## src/rtl/seq_addsub_pkg.sv

```systemverilog
// Shared types and sizing helpers for the chunked sequential adder/subtractor.
package seq_addsub_pkg;

  typedef enum logic {
    IDLE = 1'b0,
    CALC = 1'b1
  } state_t;

  function automatic int calc_nchunk(input int width, input int chunk);
    return width / chunk;
  endfunction

  // A single-chunk design still needs a 1-bit counter so the port widths stay legal.
  function automatic int calc_cnt_w(input int width, input int chunk);
    int n;
    n = width / chunk;
    return (n <= 1) ? 1 : $clog2(n);
  endfunction

endpackage

```

## src/rtl/seq_addsub_chunk_rca.sv

```systemverilog
// CHUNK-bit combinational ripple-carry slice, one full-adder cell per bit.
module chunk_rca #(
  parameter int CHUNK = 4
) (
  input  logic [CHUNK-1:0] A,
  input  logic [CHUNK-1:0] B,
  input  logic             Cin,
  output logic [CHUNK-1:0] S,
  output logic             Cout
);

  logic [CHUNK:0] c;

  assign c[0] = Cin;

  for (genvar i = 0; i < CHUNK; i++) begin : g_fa
    logic p;
    assign p        = A[i] ^ B[i];
    assign S[i]     = p ^ c[i];
    assign c[i + 1] = (A[i] & B[i]) | (p & c[i]);
  end

  assign Cout = c[CHUNK];

endmodule

```

## src/rtl/seq_addsub.sv

```systemverilog
// Multi-cycle WIDTH-bit adder/subtractor that reuses one CHUNK-bit ripple slice,
// consuming operands LSB-first and assembling the result from the MSB side.
module seq_addsub
  import seq_addsub_pkg::*;
#(
  parameter int WIDTH = 16,
  parameter int CHUNK = 4
) (
  input  logic             clk,
  input  logic             rst_n,
  input  logic             start,
  input  logic             sub,
  input  logic [WIDTH-1:0] A,
  input  logic [WIDTH-1:0] B,
  output logic             busy,
  output logic             done,
  output logic [WIDTH-1:0] S,
  output logic             Cout,
  output logic             ovfl
);

  localparam int NCHUNK = calc_nchunk(WIDTH, CHUNK);
  localparam int CNT_W  = calc_cnt_w(WIDTH, CHUNK);
  localparam logic [CNT_W-1:0] LAST = CNT_W'(NCHUNK - 1);

  if (CHUNK < 1 || (WIDTH % CHUNK) != 0) begin : g_bad_params
    $error("seq_addsub: WIDTH must be a positive multiple of CHUNK");
  end

  state_t           state_q, state_d;
  logic [WIDTH-1:0] op_a_q, op_a_d;
  logic [WIDTH-1:0] op_b_q, op_b_d;
  logic [WIDTH-1:0] acc_q, acc_d;
  logic [WIDTH-1:0] s_q, s_d;
  logic [CNT_W-1:0] cnt_q, cnt_d;
  logic             carry_q, carry_d;
  logic             a_msb_q, a_msb_d;
  logic             b_msb_q, b_msb_d;
  logic             cout_q, cout_d;
  logic             ovfl_q, ovfl_d;
  logic             done_q, done_d;

  logic [CHUNK-1:0] slice_sum;
  logic             slice_cout;
  logic [WIDTH-1:0] acc_next;
  logic [WIDTH-1:0] op_a_next;
  logic [WIDTH-1:0] op_b_next;
  logic             unused_acc;

  chunk_rca #(
    .CHUNK(CHUNK)
  ) u_slice (
    .A   (op_a_q[CHUNK-1:0]),
    .B   (op_b_q[CHUNK-1:0]),
    .Cin (carry_q),
    .S   (slice_sum),
    .Cout(slice_cout)
  );

  // With a single chunk there is nothing to shift; the slice result is the answer.
  if (CHUNK == WIDTH) begin : g_single
    assign acc_next   = slice_sum;
    assign op_a_next  = '0;
    assign op_b_next  = '0;
    assign unused_acc = ^acc_q;
  end else begin : g_multi
    assign acc_next   = {slice_sum, acc_q[WIDTH-1:CHUNK]};
    assign op_a_next  = {{CHUNK{1'b0}}, op_a_q[WIDTH-1:CHUNK]};
    assign op_b_next  = {{CHUNK{1'b0}}, op_b_q[WIDTH-1:CHUNK]};
    assign unused_acc = ^acc_q[CHUNK-1:0];
  end

  always_comb begin
    state_d = state_q;
    op_a_d  = op_a_q;
    op_b_d  = op_b_q;
    acc_d   = acc_q;
    s_d     = s_q;
    cnt_d   = cnt_q;
    carry_d = carry_q;
    a_msb_d = a_msb_q;
    b_msb_d = b_msb_q;
    cout_d  = cout_q;
    ovfl_d  = ovfl_q;
    done_d  = 1'b0;

    case (state_q)
      IDLE: begin
        if (start) begin
          op_a_d  = A;
          op_b_d  = sub ? ~B : B;
          carry_d = sub;
          cnt_d   = '0;
          acc_d   = '0;
          a_msb_d = A[WIDTH-1];
          b_msb_d = sub ? ~B[WIDTH-1] : B[WIDTH-1];
          state_d = CALC;
        end
      end
      CALC: begin
        op_a_d  = op_a_next;
        op_b_d  = op_b_next;
        acc_d   = acc_next;
        carry_d = slice_cout;
        cnt_d   = cnt_q + CNT_W'(1);
        // Sign bits were captured at start because the operand registers shift away.
        if (cnt_q == LAST) begin
          s_d     = acc_next;
          cout_d  = slice_cout;
          ovfl_d  = (a_msb_q == b_msb_q) && (acc_next[WIDTH-1] != a_msb_q);
          done_d  = 1'b1;
          cnt_d   = '0;
          state_d = IDLE;
        end
      end
      default: state_d = IDLE;
    endcase
  end

  always_ff @(posedge clk or negedge rst_n) begin
    if (!rst_n) begin
      state_q <= IDLE;
      op_a_q  <= '0;
      op_b_q  <= '0;
      acc_q   <= '0;
      s_q     <= '0;
      cnt_q   <= '0;
      carry_q <= 1'b0;
      a_msb_q <= 1'b0;
      b_msb_q <= 1'b0;
      cout_q  <= 1'b0;
      ovfl_q  <= 1'b0;
      done_q  <= 1'b0;
    end else begin
      state_q <= state_d;
      op_a_q  <= op_a_d;
      op_b_q  <= op_b_d;
      acc_q   <= acc_d;
      s_q     <= s_d;
      cnt_q   <= cnt_d;
      carry_q <= carry_d;
      a_msb_q <= a_msb_d;
      b_msb_q <= b_msb_d;
      cout_q  <= cout_d;
      ovfl_q  <= ovfl_d;
      done_q  <= done_d;
    end
  end

  assign busy = (state_q == CALC);
  assign done = done_q;
  assign S    = s_q;
  assign Cout = cout_q;
  assign ovfl = ovfl_q;

endmodule

```

## config.mk

```make
export PLATFORM = sky130hd
export DESIGN_NAME = seq_addsub
export DESIGN_NICKNAME = d
export VERILOG_FILES = /design/src/rtl/seq_addsub_pkg.sv /design/src/rtl/seq_addsub_chunk_rca.sv /design/src/rtl/seq_addsub.sv
export SDC_FILE = /design/constraint.sdc
export NUM_CORES = 1
export LEC_CHECK = 0
export CORE_ASPECT_RATIO = 0.5
export CORE_MARGIN = 2
export CORE_UTILIZATION = 50
export DETAILED_ROUTE_END_ITERATION = 8
export HOLD_SLACK_MARGIN = 0.03
export PLACE_DENSITY = 0.77
export SLEW_MARGIN = 10
export SYNTH_ARGS = -nofsm -noshare
export SYNTH_HDL_FRONTEND = slang
export SYNTH_SLANG_ARGS = --single-unit
```

## constraint.sdc

```tcl
create_clock -name clk -period 2.9 [get_ports clk]
set_input_delay 0.58 -clock clk [delete_from_list [all_inputs] [get_ports clk]]
set_output_delay 0.58 -clock clk [all_outputs]
set_load 0.01 [all_outputs]
```

==> reports/metrics.csv, run 1 <==
stage,metric,value,unit
synthesis,synthCells,264,
cts,cts_tree,yes,
critical_path,reg2reg_slack,390,ps
timing,fin_worst_skew,4.322,ps
grt,antenna_found_initial,0,
finish,regArea,1728,um^2
floorplan,core.rowCount,20,
finish,layout_commonest_cell,dfrtp_1,
critical_path,cp_data_arrival_time,2740,ps
critical_path,reg2reg_from,op_a_q[0]$_DFFE_PN0P_,
detailed_routing,wl_per_cell,14.15,um
synthesis,synth_top_family_by_area,multiplexers,
grt,grt_first_pass_wirelength,9660,um
grt,grt_pass1_vias,2055,
synthesis,synth.net_count,305,
timing,finalSetupViolCount,0,
finish,final_core_util,65.91,%
cts,clockRootBuffer,clkbuf_16,
cts,numCtsBuffers,9,
power_and_ir_drop,power.static_leakage,1.828,nW
synthesis,avgSynthCellArea,11.76,um^2
critical_path,cp_max_fo,4,
cts,clockBufferDepth,2,
critical_path,crit_type,register to register,
synthesis,synth_compound_area_share,8.662,%
timing,rsz0062_at_grt,no,
finish,layout_common_cells,"dfrtp_1 (68), clkdlybuf4s50_1 (53), nand2_1 (36)",
grt,grt_usage,18.57,%
hold_path,hold_class,input pin to asynchronous set/reset pin,
finish,fillers,463,
cts,cts_sinks,69,
placement,dpl.hpwl,3913,um
critical_path,required,3130,ps
synthesis,synth_xor_area_share,4.512,%
floorplan,dieArea,6896,um^2
finish,drive_above_1_share,11.56,%
detailed_routing,vias,2015,
finish,syn2layout_area_growth,28.00,%
timing,worst_pin_slew,851.0,ps
critical_path,startpoint_type,register,
floorplan,start_util,51.49,%
critical_path,r2r-end,ovfl$_DFFE_PN0P_,
critical_path,end_kind,register,
cts,cts_setup_buffers,0,
finish,diodes,0,
finish,fin_nets,357,
timing,fmax,398.8,MHz
critical_path,reg2reg_depth,9,
grt,gr-total-overflow,0,
detailed_routing,routed_via_density,4.939,
critical_path,cp-startpoint,op_a_q[0]$_DFFE_PN0P_,
synthesis,synth_cell_types,24,
synthesis,yosysWarnings,0,
synthesis,ys_seq_area_share,55.60,%
synthesis,synthMuxAreaShare,16.16,%
timing,relSlewSlack,43.13,%
floorplan,ios,56,
floorplan,die_w,115.5,um
cts,clk_latency,330,ps
synthesis,syn_area,3105,um^2
synthesis,yosys.area_share.simple,8.018,%
status,outcome,"complete, no violations",
finish,multi_input_area,1252,um^2
placement,gp_routability_congestion,0.7967,
timing,finalCriticalPeriod,2508,ps
cts,cts-resized-gates,0,
timing,drv_slew,0,
grt,grt_max_degree,64,
detailed_routing,routed_wl,5772,um
synthesis,ys_ff_latch,69,
timing,final.period_utilization,86.47,%
power_and_ir_drop,power_density,956.1,nW/um^2
timing,hold-worst-slack,344.4,ps
synthesis,synth-adder-area-share,2.981,%
floorplan,die_height,59.73,um
power_and_ir_drop,power,3.800,mW
placement,io_buffers,55,
timing,finalHoldViolations,0,
detailed_routing,ant_nets,0,
detailed_routing,drtIter0Drc,145,
cts,cts_hold_repair.buffers,0,
detailed_routing,route.detailed.drc,0,
timing,fin_tns_setup,0,ps
detailed_routing,drt-pass1-iter-count,5,
cts,clk_pin_slew_worst_paths,50,ps
power_and_ir_drop,vdd_drop_max,0.4414,mV
job,max_cap_viol_count,0,
cts,ctsHtreeMaxLevel,3,
floorplan,core,6031,um^2
flip-flops by register name, indices dropped and copies added (netlist names):
signal   flops
done         1
op_a_q      16
cnt_q        2
S           16
acc_q       12
Cout         1
ovfl         1
b_msb_q      1
a_msb_q      1
op_b_q      16
busy         1
carry_q      1
worst max-delay path by stage:
stage | end
global placement | ovfl$_DFFE_PN0P_
detailed placement | ovfl$_DFFE_PN0P_
global route | ovfl$_DFFE_PN0P_
finish | ovfl$_DFFE_PN0P_
CTS | ovfl$_DFFE_PN0P_
floorplan | ovfl$_DFFE_PN0P_
kinds of logic after synthesis:
group / after synthesis
mux: 48
buf+inv: 23
flops: 69
xor+xnor: 16
fa+ha+maj: 5
compound gates: 45
simple gates: 58
final cells by class:
type                            instances  share of cell area [%]
Timing Repair Buffer                   59                   14.98
Multi-Input combinational cell        172                   31.51
Sequential cell                        69                   43.47
Clock inverter                          2                  0.2518
Tap cell                               88                   2.770
Inverter                                5                  0.4721
Clock buffer                           13                   6.547
per-layer routing:
metal  track usage, %  part of all wire (%)
met1            23.18                    47
met2            32.08                    48
met3            6.187                   3.8
met4            4.131                  0.73
met5                0                     0
synth_stat cells, drive strengths merged:
master  instances  area (um^2)
nand2b         10        62.56
nand2          36        135.1
nor3b           1        7.510
ha              1        12.51
dfrtp          69         1727
nor2           10        37.54
fa              4        80.08
o21ai          35        175.2
a22o            5        43.79
mux2           17        191.4
mux2i          31        310.3
xor2           12        105.1
nor2b           1        6.260
inv             5        18.77
clkbuf          3        11.26
buf            15        96.34
xnor2           4        35.03
a21oi           1        5.000
a211oi          4        45.05
power by group:
part | internal [mW] | switching (mW)
Clock | 0.617 | 0.365
Combinational | 0.651 | 0.561
Sequential | 1.35 | 0.260
metrics by stage:
step | worst slack (ps) | instances | cell area (um^2)
final | 392.5 | 408 | 3975
after global routing | 189.7 | 408 | 3975
after CTS | 394.9 | 408 | 3975
after detailed placement | 403.9 | 393 | 3705
after global placement | 479.6 | 393 | 3705
after floorplan | 546.6 | 264 | 3105
critical path: stages, from the launching register on:
cell,delay [ps]
dfrtp_1,390
fa_1,420
inv_1,80
fa_1,160
inv_1,50
fa_1,370
fa_1,560
nor3b_1,200
a21oi_1,50
o21ai_0,140
(Power assumes the default switching activity.)
==> inputs of run 2 (changes only) <==
--- a/config.mk
+++ b/config.mk
@@ -5,6 +5,7 @@
 export SDC_FILE = /design/constraint.sdc
 export NUM_CORES = 1
 export LEC_CHECK = 0
+export ABC_AREA = 1
 export CORE_ASPECT_RATIO = 0.5
 export CORE_MARGIN = 2
 export CORE_UTILIZATION = 50
==> reports/metrics.csv, run 2 <==
stage,metric,value,unit,change
cts,cts-resized-gates,0,,unchanged
synthesis,synth_edf_count,0,,unchanged
synthesis,ys_seq_area_share,56.88,%,+1.3 points
cts,numCtsBuffers,9,,unchanged
floorplan,die_height,59.10,um,-1.1%
critical_path,path_delay_family,adder cells,,
timing,finalCriticalPeriod,2490,ps,-17.85 ps
critical_path,cp_data_arrival_time,2700,ps,-40 ps
synthesis,syn_area,3035,um^2,-2.3%
cts,clk_latency,330,ps,about the same
cts,cts_hold_repair.buffers,0,,unchanged
floorplan,die_w,114.2,um,-1.1%
critical_path,path_buf_inv,3,,+1
synthesis,ys.flop_type,dfrtp_1,,
timing,hold-worst-slack,421.9,ps,+77.49 ps
synthesis,synth.net_count,364,,+19%
critical_path,end_kind,register,,
detailed_routing,drtIter0Drc,176,,+21%
synthesis,synthCells,323,,+22%
grt,grt_usage,20.72,%,+2.1 points
critical_path,slowest_delay,520,ps,-40 ps
synthesis,avgSynthCellArea,9.398,um^2,-20%
synthesis,ys_ff_latch,69,,unchanged
cts,clockRootBuffer,clkbuf_16,,
floorplan,dieArea,6748,um^2,-2.1%
timing,finalHoldViolations,0,,unchanged
synthesis,synth_cell_types,20,,-17%
cts,clockBufferDepth,2,,unchanged
cts,cts_setup_buffers,0,,unchanged
power_and_ir_drop,power_density,968.3,nW/um^2,+1.3%
status,outcome,"complete, no violations",,
timing,worst_pin_slew,855.8,ps,+4.816 ps
finish,fillers,452,,-2.4%
finish,diodes,0,,unchanged
synthesis,synth_most_common_cell,nand2_1,,
cts,ctsHtreeMaxLevel,3,,unchanged
floorplan,ios,56,,unchanged
timing,finalSetupViolCount,0,,unchanged
finish,fin_nets,417,,+17%
finish,drive_above_1_share,6.842,%,-4.7 points
job,max_cap_viol_count,0,,unchanged
detailed_routing,wl_per_cell,13.65,um,-3.5%
critical_path,required,3110,ps,-20 ps
critical_path,cp_slowest_cell,fa_1,,
grt,antenna_found_initial,0,,unchanged
synthesis,synth_area_leaders,"dfrtp_1 (57%), nand2_1 (15%), o21ai_0 (3.5%)",,
power_and_ir_drop,power.static_leakage,1.889,nW,+3.4%
floorplan,start_util,53.65,%,+2.2 points
detailed_routing,ant_nets,0,,unchanged
grt,grt_max_degree,70,,+9.4%
critical_path,startpoint_type,register,,
critical_path,crit_type,register to register,,
detailed_routing,route.detailed.drc,0,,unchanged
timing,fin_tns_setup,0,ps,unchanged
synthesis,synth.top_cells.by_count,"nand2_1 (121), dfrtp_1 (69), inv_1 (27), o21ai_0 (21), nand3_1 (17)",,
placement,gp_routability_congestion,0.9244,,+16%
detailed_routing,vias,2306,,+14%
placement,dpl.hpwl,3987,um,+1.9%
critical_path,cp_cell_sequence,fa_1 -> inv_1 -> fa_1 -> inv_1 -> fa_1 -> fa_1 -> inv_1 -> nand3_1 -> nand2_1 -> nand2_1 -> nand2_1,,
synthesis,yosysWarnings,0,,unchanged
timing,fin_worst_skew,7.727,ps,+3.405 ps
timing,drv_slew,0,,unchanged
floorplan,core,5658,um^2,-6.2%
detailed_routing,drt-pass1-iter-count,4,,-1
finish,syn2layout_area_growth,27.12,%,
grt,grt_first_pass_wirelength,10570,um,+9.4%
cts,clk_pin_slew_worst_paths,50,ps,about the same
detailed_routing,routed_via_density,5.091,,+3.1%
hold_path,hold_class,input pin to asynchronous set/reset pin,,
timing,relSlewSlack,42.94,%,-0.18 points
placement,io_buffers,55,,unchanged
timing,rsz0062_at_grt,no,,
timing,final.period_utilization,85.85,%,-0.62 points
grt,gr-total-overflow,0,,unchanged
finish,layout_common_cells,"nand2_1 (121), dfrtp_1 (69), clkdlybuf4s50_1 (54)",,
cts,cts_tree,yes,,
floorplan,core.rowCount,19,,-5.0%
synthesis,yosysTopAreaCellShare,56.88,%,+1.3 points
power_and_ir_drop,vdd_drop_max,0.3497,mV,-21%
cts,cts_sinks,69,,unchanged
synthesis,synthArstFlopShare,100.0,%,unchanged
synthesis,synth_top_area_cell,dfrtp_1,,
critical_path,worst_path_most_repeated_cell,fa_1,,
grt,grt_pass1_vias,2306,,+12%
timing,fmax,401.7,MHz,+0.72%
critical_path,cp_max_fo,3,,-1
finish,layout_commonest_cell,nand2_1,,
detailed_routing,routed_wl,6183,um,+7.1%
## run 2: cell count changes after synthesis, sizes merged, moves of 4 or more
cell | before | now
nand2 | 36 | 122
mux2i | 31 | 0
inv | 5 | 29
mux2 | 17 | 0
nand3 | 0 | 17
o21ai | 35 | 21
a21boi | 0 | 12
o22ai | 0 | 12
nand2b | 10 | 0
nor2 | 10 | 3
a22o | 5 | 0
a211oi | 4 | 0
xnor2 | 4 | 0
## run 2: cell type report
cell class                      count  area, um^2  area share, %
Multi-Input combinational cell    209        1096          28.40
Clock inverter                      4       25.02         0.6485
Tap cell                           73       91.34          2.367
Inverter                           29       108.9          2.821
Sequential cell                    69        1727          44.75
Timing Repair Buffer               58       568.0          14.72
Clock buffer                       11       242.7          6.291
## run 2: path summary, 6_finish.rpt
kind,end,cells past startpoint,from,slack (ps)
max,ovfl$_DFFE_PN0P_,11,op_a_q[0]$_DFFE_PN0P_,410
min,op_a_q[5]$_DFFE_PN0P_,2,rst_n,420
max reg2reg,ovfl$_DFFE_PN0P_,11,op_a_q[0]$_DFFE_PN0P_,410
min reg2reg,op_b_q[13]$_DFFE_PN0P_,2,op_b_q[13]$_DFFE_PN0P_,480
max in group asynchronous,op_b_q[2]$_DFFE_PN0P_,2,rst_n,1890
min in group clk,op_b_q[13]$_DFFE_PN0P_,2,op_b_q[13]$_DFFE_PN0P_,480
## run 2: metrics by stage
step / util, % / total power [mW] / worst slack (ps) / std cells / instance area, um^2
6_report: 68.20 / 3.736 / 410.3 / 453 / 3859
5_1_grt: 68.20 / 3.991 / 283.3 / 453 / 3859
4_1_cts: 68.20 / 3.760 / 427.4 / 453 / 3859
3_5_place_dp: 63.47 / 2.760 / 476.8 / 438 / 3591
3_3_place_gp: 63.47 / 2.692 / 597.6 / 438 / 3591
2_1_floorplan: - / 2.277 / 641.7 / 323 / 3035
## run 2: cell families (layout without fill, tap and decap cells)
group | Yosys count | after routing | synth area share (%)
AND/OR/NAND/NOR | 145 | 145 | 20.20
flip-flops | 69 | 69 | 56.88
AO/OA/AOI/OAI | 47 | 47 | 9.398
buffers and inverters | 45 | 102 | 7.007
XOR/XNOR | 12 | 12 | 3.462
adder cells (fa/ha/maj) | 5 | 5 | 3.050
## run 2: worst register-to-register path, cell delays in order, from the launching register on
cell,delay (ps)
dfrtp_1,400
fa_1,440
inv_1,80
fa_1,170
inv_1,70
fa_1,410
fa_1,520
inv_1,80
nand3_1,70
nand2_1,60
nand2_1,50
nand2_1,40
## run 2: where the power goes
| group | total (mW) | leakage (nW) | switching [mW] | internal [mW] |
|---|---|---|---|---|
| clock network | 0.966 | 0.127 | 0.373 | 0.593 |
| registers | 1.52 | 0.904 | 0.195 | 1.33 |
| logic | 1.25 | 0.858 | 0.702 | 0.546 |
## run 2: metal layers
metal | share of wire, % | wire length (um) | track usage [%] | vias up
met5 | 0 | 0 | 0 | -
met1 | 46 | 2821 | 25.34 | 1102
met3 | 4.8 | 296 | 6.953 | 13
met4 | 2.1 | 131 | 7.317 | 0
met2 | 47 | 2933 | 35.29 | 66
li1 | - | - | - | 1125
